==> src/rtl/tod_master_stream_gen_if.sv <==
// Load handshake and ToD stream bundle for tod_master_stream_gen.
// The master modport is the generator side; the slave modport is the
// side that requests time loads and consumes the ToD stream.
interface tod_master_stream_gen_if #(
    parameter int unsigned SEC_W = 48
);
    logic                  load_valid;
    logic                  load_ready;
    logic [SEC_W+47:0]     load_data;
    logic                  load_err;
    logic [SEC_W+47:0]     master_tod_data;
    logic                  master_tod_valid;

    modport master (
        input  load_valid,
        input  load_data,
        output load_ready,
        output load_err,
        output master_tod_data,
        output master_tod_valid
    );

    modport slave (
        output load_valid,
        output load_data,
        input  load_ready,
        input  load_err,
        input  master_tod_data,
        input  master_tod_valid
    );
endinterface

==> src/rtl/tod_master_stream_gen.sv <==
// Master time-of-day generator.
// Keeps a free-running {seconds, nanoseconds, fractional ns} counter that
// advances by a programmable period, accepts atomic time loads with range
// checking, and streams the registered ToD with a valid qualifier.
// Optional build macro TOD_MASTER_PPS_EN adds a pps output that pulses
// for PPS_WIDTH cycles whenever the streamed seconds field increments.
module tod_master_stream_gen #(
    parameter int unsigned SEC_W            = 48,
    parameter int unsigned NS_MAX           = 1000000000,
    parameter logic [3:0]  RESET_PERIOD_NS  = 4'd6,
    parameter logic [15:0] RESET_PERIOD_FNS = 16'h6666
`ifdef TOD_MASTER_PPS_EN
    ,
    parameter int unsigned PPS_WIDTH        = 16
`endif
) (
    input  logic                          clk,
    input  logic                          reset_n,
    input  logic                          enable,
    input  logic                          cfg_period_valid,
    input  logic [3:0]                    cfg_period_ns,
    input  logic [15:0]                   cfg_period_fns,
    tod_master_stream_gen_if.master       tod_if
`ifdef TOD_MASTER_PPS_EN
    ,
    output logic                          pps
`endif
);

    localparam logic [32:0] NS_MAX_W = 33'(NS_MAX);

    typedef enum logic [0:0] {
        UNSET = 1'b0,
        RUN   = 1'b1
    } state_t;

    state_t             state_q;
    logic [SEC_W-1:0]   sec_q, sec_d, secInc;
    logic [31:0]        ns_q, ns_d, nsInc;
    logic [15:0]        fns_q, fns_d, fnsInc;
    logic [3:0]         periodNs_q;
    logic [15:0]        periodFns_q;
    logic               loadReady_q;
    logic               loadErr_q;
    logic [SEC_W+47:0]  todData_q;
    logic               todValid_q;

    logic [16:0]        fsum;
    logic [32:0]        nsum;
    logic               secCarry;
    logic               accept;
    logic               loadOk;
    logic               loadApply;
    logic               secStep_d;

    // One period step of the counter, with fractional carry into ns and ns rollover into seconds.
    always_comb begin
        fsum     = {1'b0, fns_q} + {1'b0, periodFns_q};
        nsum     = {1'b0, ns_q} + {29'd0, periodNs_q} + {32'd0, fsum[16]};
        secCarry = (nsum >= NS_MAX_W);
        fnsInc   = fsum[15:0];
        if (secCarry) begin
            nsInc  = nsum[31:0] - NS_MAX_W[31:0];
            secInc = sec_q + SEC_W'(1);
        end else begin
            nsInc  = nsum[31:0];
            secInc = sec_q;
        end
    end

    // Choose the next counter value: a valid load wins, otherwise increment when enabled.
    always_comb begin
        accept    = tod_if.load_valid && loadReady_q;
        loadOk    = ({1'b0, tod_if.load_data[47:16]} < NS_MAX_W);
        loadApply = accept && loadOk;
        sec_d     = sec_q;
        ns_d      = ns_q;
        fns_d     = fns_q;
        secStep_d = 1'b0;
        if (loadApply) begin
            sec_d = tod_if.load_data[SEC_W+47:48];
            ns_d  = tod_if.load_data[47:16];
            fns_d = tod_if.load_data[15:0];
        end else if (enable) begin
            sec_d     = secInc;
            ns_d      = nsInc;
            fns_d     = fnsInc;
            secStep_d = secCarry;
        end
    end

    // Counter, period, load handshake, FSM and registered stream outputs.
    always_ff @(posedge clk or negedge reset_n) begin
        if (!reset_n) begin
            state_q     <= UNSET;
            sec_q       <= '0;
            ns_q        <= '0;
            fns_q       <= '0;
            periodNs_q  <= RESET_PERIOD_NS;
            periodFns_q <= RESET_PERIOD_FNS;
            loadReady_q <= 1'b1;
            loadErr_q   <= 1'b0;
            todData_q   <= '0;
            todValid_q  <= 1'b0;
        end else begin
            sec_q       <= sec_d;
            ns_q        <= ns_d;
            fns_q       <= fns_d;
            if (cfg_period_valid) begin
                periodNs_q  <= cfg_period_ns;
                periodFns_q <= cfg_period_fns;
            end
            loadReady_q <= !accept;
            loadErr_q   <= accept && !loadOk;
            todData_q   <= {sec_q, ns_q, fns_q};
            todValid_q  <= (state_q == RUN);
            case (state_q)
                UNSET:   if (loadApply) state_q <= RUN;
                RUN:     state_q <= RUN;
                default: state_q <= UNSET;
            endcase
        end
    end

    assign tod_if.load_ready       = loadReady_q;
    assign tod_if.load_err         = loadErr_q;
    assign tod_if.master_tod_data  = todData_q;
    assign tod_if.master_tod_valid = todValid_q;

`ifdef TOD_MASTER_PPS_EN
    localparam int unsigned PPS_CNT_W = $clog2(PPS_WIDTH + 1);

    logic                 secStep_q;
    logic                 pps_q;
    logic [PPS_CNT_W-1:0] ppsCnt_q;

    // Start the pulse when an incremented seconds value reaches the output register; loads never trigger it.
    always_ff @(posedge clk or negedge reset_n) begin
        if (!reset_n) begin
            secStep_q <= 1'b0;
            pps_q     <= 1'b0;
            ppsCnt_q  <= '0;
        end else begin
            secStep_q <= secStep_d;
            if (state_q != RUN) begin
                pps_q    <= 1'b0;
                ppsCnt_q <= '0;
            end else if (secStep_q) begin
                pps_q    <= 1'b1;
                ppsCnt_q <= PPS_CNT_W'(PPS_WIDTH - 1);
            end else if (ppsCnt_q != '0) begin
                ppsCnt_q <= ppsCnt_q - PPS_CNT_W'(1);
            end else begin
                pps_q <= 1'b0;
            end
        end
    end

    assign pps = pps_q;
`else
    logic unusedSecStep;
    assign unusedSecStep = secStep_d;
`endif

endmodule

==> src/flat_wrapper.sv <==
// flat-port wrapper written by rule: the top's interface ports become plain ports
module tod_master_stream_gen_flat 
#(
    parameter int unsigned SEC_W            = 48,
    parameter int unsigned NS_MAX           = 1000000000,
    parameter logic [3:0]  RESET_PERIOD_NS  = 4'd6,
    parameter logic [15:0] RESET_PERIOD_FNS = 16'h6666

)
  (clk, reset_n, enable, cfg_period_valid, cfg_period_ns, cfg_period_fns, tod_if_load_valid, tod_if_load_data, tod_if_load_ready, tod_if_load_err, tod_if_master_tod_data, tod_if_master_tod_valid);
  tod_master_stream_gen_if #(.SEC_W(SEC_W)) tod_if_i ();
  input  logic clk;
  input  logic reset_n;
  input  logic enable;
  input  logic cfg_period_valid;
  input  logic [3:0] cfg_period_ns;
  input  logic [15:0] cfg_period_fns;
  input wire logic [$bits(tod_if_i.load_valid)-1:0] tod_if_load_valid;
  input wire logic [$bits(tod_if_i.load_data)-1:0] tod_if_load_data;
  output wire logic [$bits(tod_if_i.load_ready)-1:0] tod_if_load_ready;
  output wire logic [$bits(tod_if_i.load_err)-1:0] tod_if_load_err;
  output wire logic [$bits(tod_if_i.master_tod_data)-1:0] tod_if_master_tod_data;
  output wire logic [$bits(tod_if_i.master_tod_valid)-1:0] tod_if_master_tod_valid;
  assign tod_if_i.load_valid = tod_if_load_valid;
  assign tod_if_i.load_data = tod_if_load_data;
  assign tod_if_load_ready = tod_if_i.load_ready;
  assign tod_if_load_err = tod_if_i.load_err;
  assign tod_if_master_tod_data = tod_if_i.master_tod_data;
  assign tod_if_master_tod_valid = tod_if_i.master_tod_valid;
  tod_master_stream_gen #(.SEC_W(SEC_W), .NS_MAX(NS_MAX), .RESET_PERIOD_NS(RESET_PERIOD_NS), .RESET_PERIOD_FNS(RESET_PERIOD_FNS)) u_core (.clk(clk), .reset_n(reset_n), .enable(enable), .cfg_period_valid(cfg_period_valid), .cfg_period_ns(cfg_period_ns), .cfg_period_fns(cfg_period_fns), .tod_if(tod_if_i));
endmodule
==> config.mk <==
export PLATFORM = sky130hd
export DESIGN_NAME = tod_master_stream_gen_flat
export DESIGN_NICKNAME = d
export VERILOG_FILES = /design/src/rtl/tod_master_stream_gen_if.sv /design/src/rtl/tod_master_stream_gen.sv /design/src/flat_wrapper.sv
export SDC_FILE = /design/constraint.sdc
export NUM_CORES = 1
export LEC_CHECK = 0
export BUFFER_PORTS_ARGS = -buffer_cell sky130_fd_sc_hd__buf_2
export CORE_ASPECT_RATIO = 0.75
export CORE_MARGIN = 2
export CORE_UTILIZATION = 30
export DETAILED_ROUTE_END_ITERATION = 8
export GPL_ROUTABILITY_DRIVEN = 0
export MAX_ROUTING_LAYER = met4
export PLACE_DENSITY = 0.5
export SLEW_MARGIN = 0
export SYNTH_ARGS = -nofsm -noshare
export SYNTH_HDL_FRONTEND = slang
export SYNTH_SLANG_ARGS = --single-unit
export TNS_END_PERCENT = 30
==> constraint.sdc <==
create_clock -name clk -period 5.6 [get_ports clk]
set_input_delay 1.12 -clock clk [delete_from_list [all_inputs] [get_ports clk]]
set_output_delay 1.12 -clock clk [all_outputs]
set_load 0.005 [all_outputs]
==> impl_metrics.yaml <==
outcome:
  outcome: "finished, violations left"
  violations: "setup timing"
flow_run:
  maxCapViolations: 0
synthesis:
  yosysWarningCount: 0
  synth_cell_types: 74
  syn_inst: 1084
  synth-xor-area-share_pct: 7.093
  synth_flop_cell: "dfrtp_1"
  yosys.area_share.simple_pct: 17.74
  synth_top_family_by_area: "simple AND/OR/NAND/NOR gates"
  synth_top_area_share_pct: 47.21
  ys_seq_elements: 216
  synth-async-reset-ratio_pct: 100.0
  synth-edff-count: 0
  synth_top_area_cell: "dfrtp_1"
  synthesis.nets: 1229
  synthMuxAreaShare_pct: 5.239
  synth_area_um2: 10870
  synth_fa_ha_area_share_pct: 2.971
  postSynthAreaPerCell_um2: 10.02
  synth_most_common_cell: "dfrtp_1"
  ys_seq_area_share_pct: 49.87
  synth_compound_area_share_pct: 14.06
  ys_top_cells_by_area: "dfrtp_1 (47%), nand2_1 (5.0%), xor2_1 (4.8%), mux2i_1 (2.9%), dfstp_2 (2.7%)"
  synthTopCellsByCount: "dfrtp_1 (205), nand2_1 (146), xor2_1 (59), nand3_1 (55), o21ai_0 (52)"
floorplanning:
  die_w_um: 223.8
  dieArea_um2: 37780
  dieHeight_um: 168.8
  core-area_um2: 35810
  start_util_pct: 30.35
  num_io_pins: 220
  rows: 60
pwr:
  ir_drop_mv: 0.2155
  power_mw: 8.058
  power.leakage_nw: 6.667
  p_per_area_nw_per_um2: 538.2
cts:
  ctsRootBufferMaster: "clkbuf_16"
  clk_latency_ps: 530
  cts.sinks: 216
  htree_levels: 1
  cts_tree: "built"
  cts_made_buffers: 25
  cts_max_path_buffers: 3
  clkTransAtPathRegs_ps: 60
critical_path:
  cp_max_fo: 7
  cp.arrival_ps: 6280
  worstSetupStartpointType: "flop"
  reg2regPathDepth: 26
  worst_ep_required_time_ps: 6020
  end_kind: "flop"
  setup.worst_path.class: "flop to flop"
cells_and_area:
  utilization_pct: 41.81
  drive_gt1_share_pct: 37.68
  nets: 1558
  areaGrowthSynthToFinish_pct: 37.77
grt:
  grt_usage_pct: 18.68
  antenna_found_initial: 1
  grt_pass1_vias: 9405
  grt_pass1_wl_mm: 54.03
  grt_max_degree: 118
  grt-ovfl-total: 0
detailed_routing:
  vias: 9489
  drt_first_pass_iters: 5
  viasPerCell: 5.010
  wl_mm: 34.95
  wl_per_cell_um: 18.45
  drcViolationCount: 0
  ant_nets: 0
  drtIter0Drc: 647
sta:
  final.min_clock_period_ps: 5856
  final-hold-violation-count: 0
  worst_slack_ps: -255.8
  fmax_mhz: 170.8
  rsz0062_at_grt: "yes"
  relSlewSlack_pct: 6.523
  setup-violations-final: 69
  tightest_slew_ps: 1387
  fin_crit_sh_pct: 104.6
  finClkSkew_ps: 11.61
  final_max_slew_viol_count: 0
  setup-tns-final_ps: -9461
  hold_ws_ps: 376.1
worst_hold_path:
  hp-class: "flop to flop"
  worstHoldPathCells: 0
place:
  dp_hpwl_mm: 23.87
  portBuffers: 219
==> power by group <==
| part | total, mW | internal (mW) | leakage, nW | switching [mW] |
|---|---|---|---|---|
| combinational | 3.89 | 1.95 | 3.72 | 1.94 |
| sequential | 2.59 | 2.09 | 2.58 | 0.494 |
| clock | 1.58 | 0.917 | 0.373 | 0.661 |
==> what timing repair did <==
item                       CTS  global route
hold buffers                 0             0
gates cloned                 3             0
pin swaps                   49            34
resized for setup           81            52
setup buffers               14            12
setup endpoints to repair   71            71
==> area by class of cell <==
class,instances,area (um^2)
antenna,1,2.502
clock buffer,37,710.7
clock inverter,5,56.30
fill,3463,20840
inverter,21,78.83
multi-input combinational,789,5772
sequential,216,5419
tap,465,581.8
timing repair buffer,360,2350
==> per-stage QoR <==
stage / std cells / setup slack (ps) / cell area [um^2]
after CTS: 1882 / -268.3 / 14610
after global routing: 1894 / -542.0 / 14970
after global placement: 1824 / -665.0 / 13290
after floorplan: 1084 / 8.681 / 10910
after detailed placement: 1824 / -742.4 / 13290
final: 1894 / -255.8 / 14970
==> final timing paths <==
path                                      start                           endpoint  slack (ps)
worst max-delay path            u_core.fns_q[0]                    u_core.ns_q[13]        -260
worst max register to register  u_core.fns_q[0]                    u_core.ns_q[13]        -260
min in group asynchronous               reset_n  u_core.tod_if.master_tod_data[10]         690
max in group asynchronous               reset_n                   u_core.sec_q[44]        3820
worst min register to register   u_core.ns_q[0]  u_core.tod_if.master_tod_data[16]         380
worst min-delay path             u_core.ns_q[0]  u_core.tod_if.master_tod_data[16]         380
==> flip-flops by register name, indices dropped and copies added, names as in the netlist <==
register / count
u_core.tod_if.master_tod_valid: 1
u_core.periodNs_q: 4
u_core.sec_q: 48
u_core.state_q: 1
u_core.tod_if.master_tod_data: 96
u_core.tod_if.load_ready: 1
u_core.ns_q: 32
u_core.tod_if.load_err: 1
u_core.periodFns_q: 16
u_core.fns_q: 16
==> cells in the final DEF (no fill, tap or decap), drive strengths merged, types with 20 or more instances in the layout <==
cell type	netlist	routed
dfrtp	205	205
ha	21	21
nor3	25	25
nand3	57	57
a21oi	42	42
and3	28	28
inv	21	21
nand2	146	146
xnor2	29	29
mux2	23	23
buf	19	359
clkbuf	39	37
o21ai	91	91
nand4	20	20
nor2	44	44
mux2i	31	31
xor2	59	59
==> cells by family (layout without fill, tap and decap cells) <==
group | Yosys count | after routing
xor+xnor | 88 | 88
mux | 54 | 54
compound gates | 237 | 237
flops | 216 | 216
simple gates | 386 | 386
other cells | 0 | 1
fa+ha+maj | 24 | 24
buf+inv | 79 | 423
==> per-layer routing <==
layer / vias up / global-route usage (%) / share of wire [%]
met5: - / - / 0
met4: 0 / 4.551 / 2.2
met3: 53 / 3.020 / 4.9
met2: 220 / 26.37 / 43
met1: 4674 / 27.74 / 50
li1: 4542 / - / -
==> worst max-delay path, cell delays in order (launching register included) <==
cell	delay, ps
dfrtp_1	380
ha_2	210
fa_2	390
a21o_1	170
a21oi_2	150
o21bai_1	100
a21oi_2	200
o21bai_2	110
a211oi_2	240
o21a_1	180
o31ai_2	70
a21o_1	210
a21oi_2	160
fa_2	280
fa_2	220
nand2b_4	170
a21oi_1	130
or3_1	380
a311oi_2	280
nand4b_1	160
o41a_1	380
o211a_4	200
buf_6	140
nor2_8	180
mux2i_2	270
a21oi_1	90
a211o_1	280
Power figures use the tool's default switching activity.
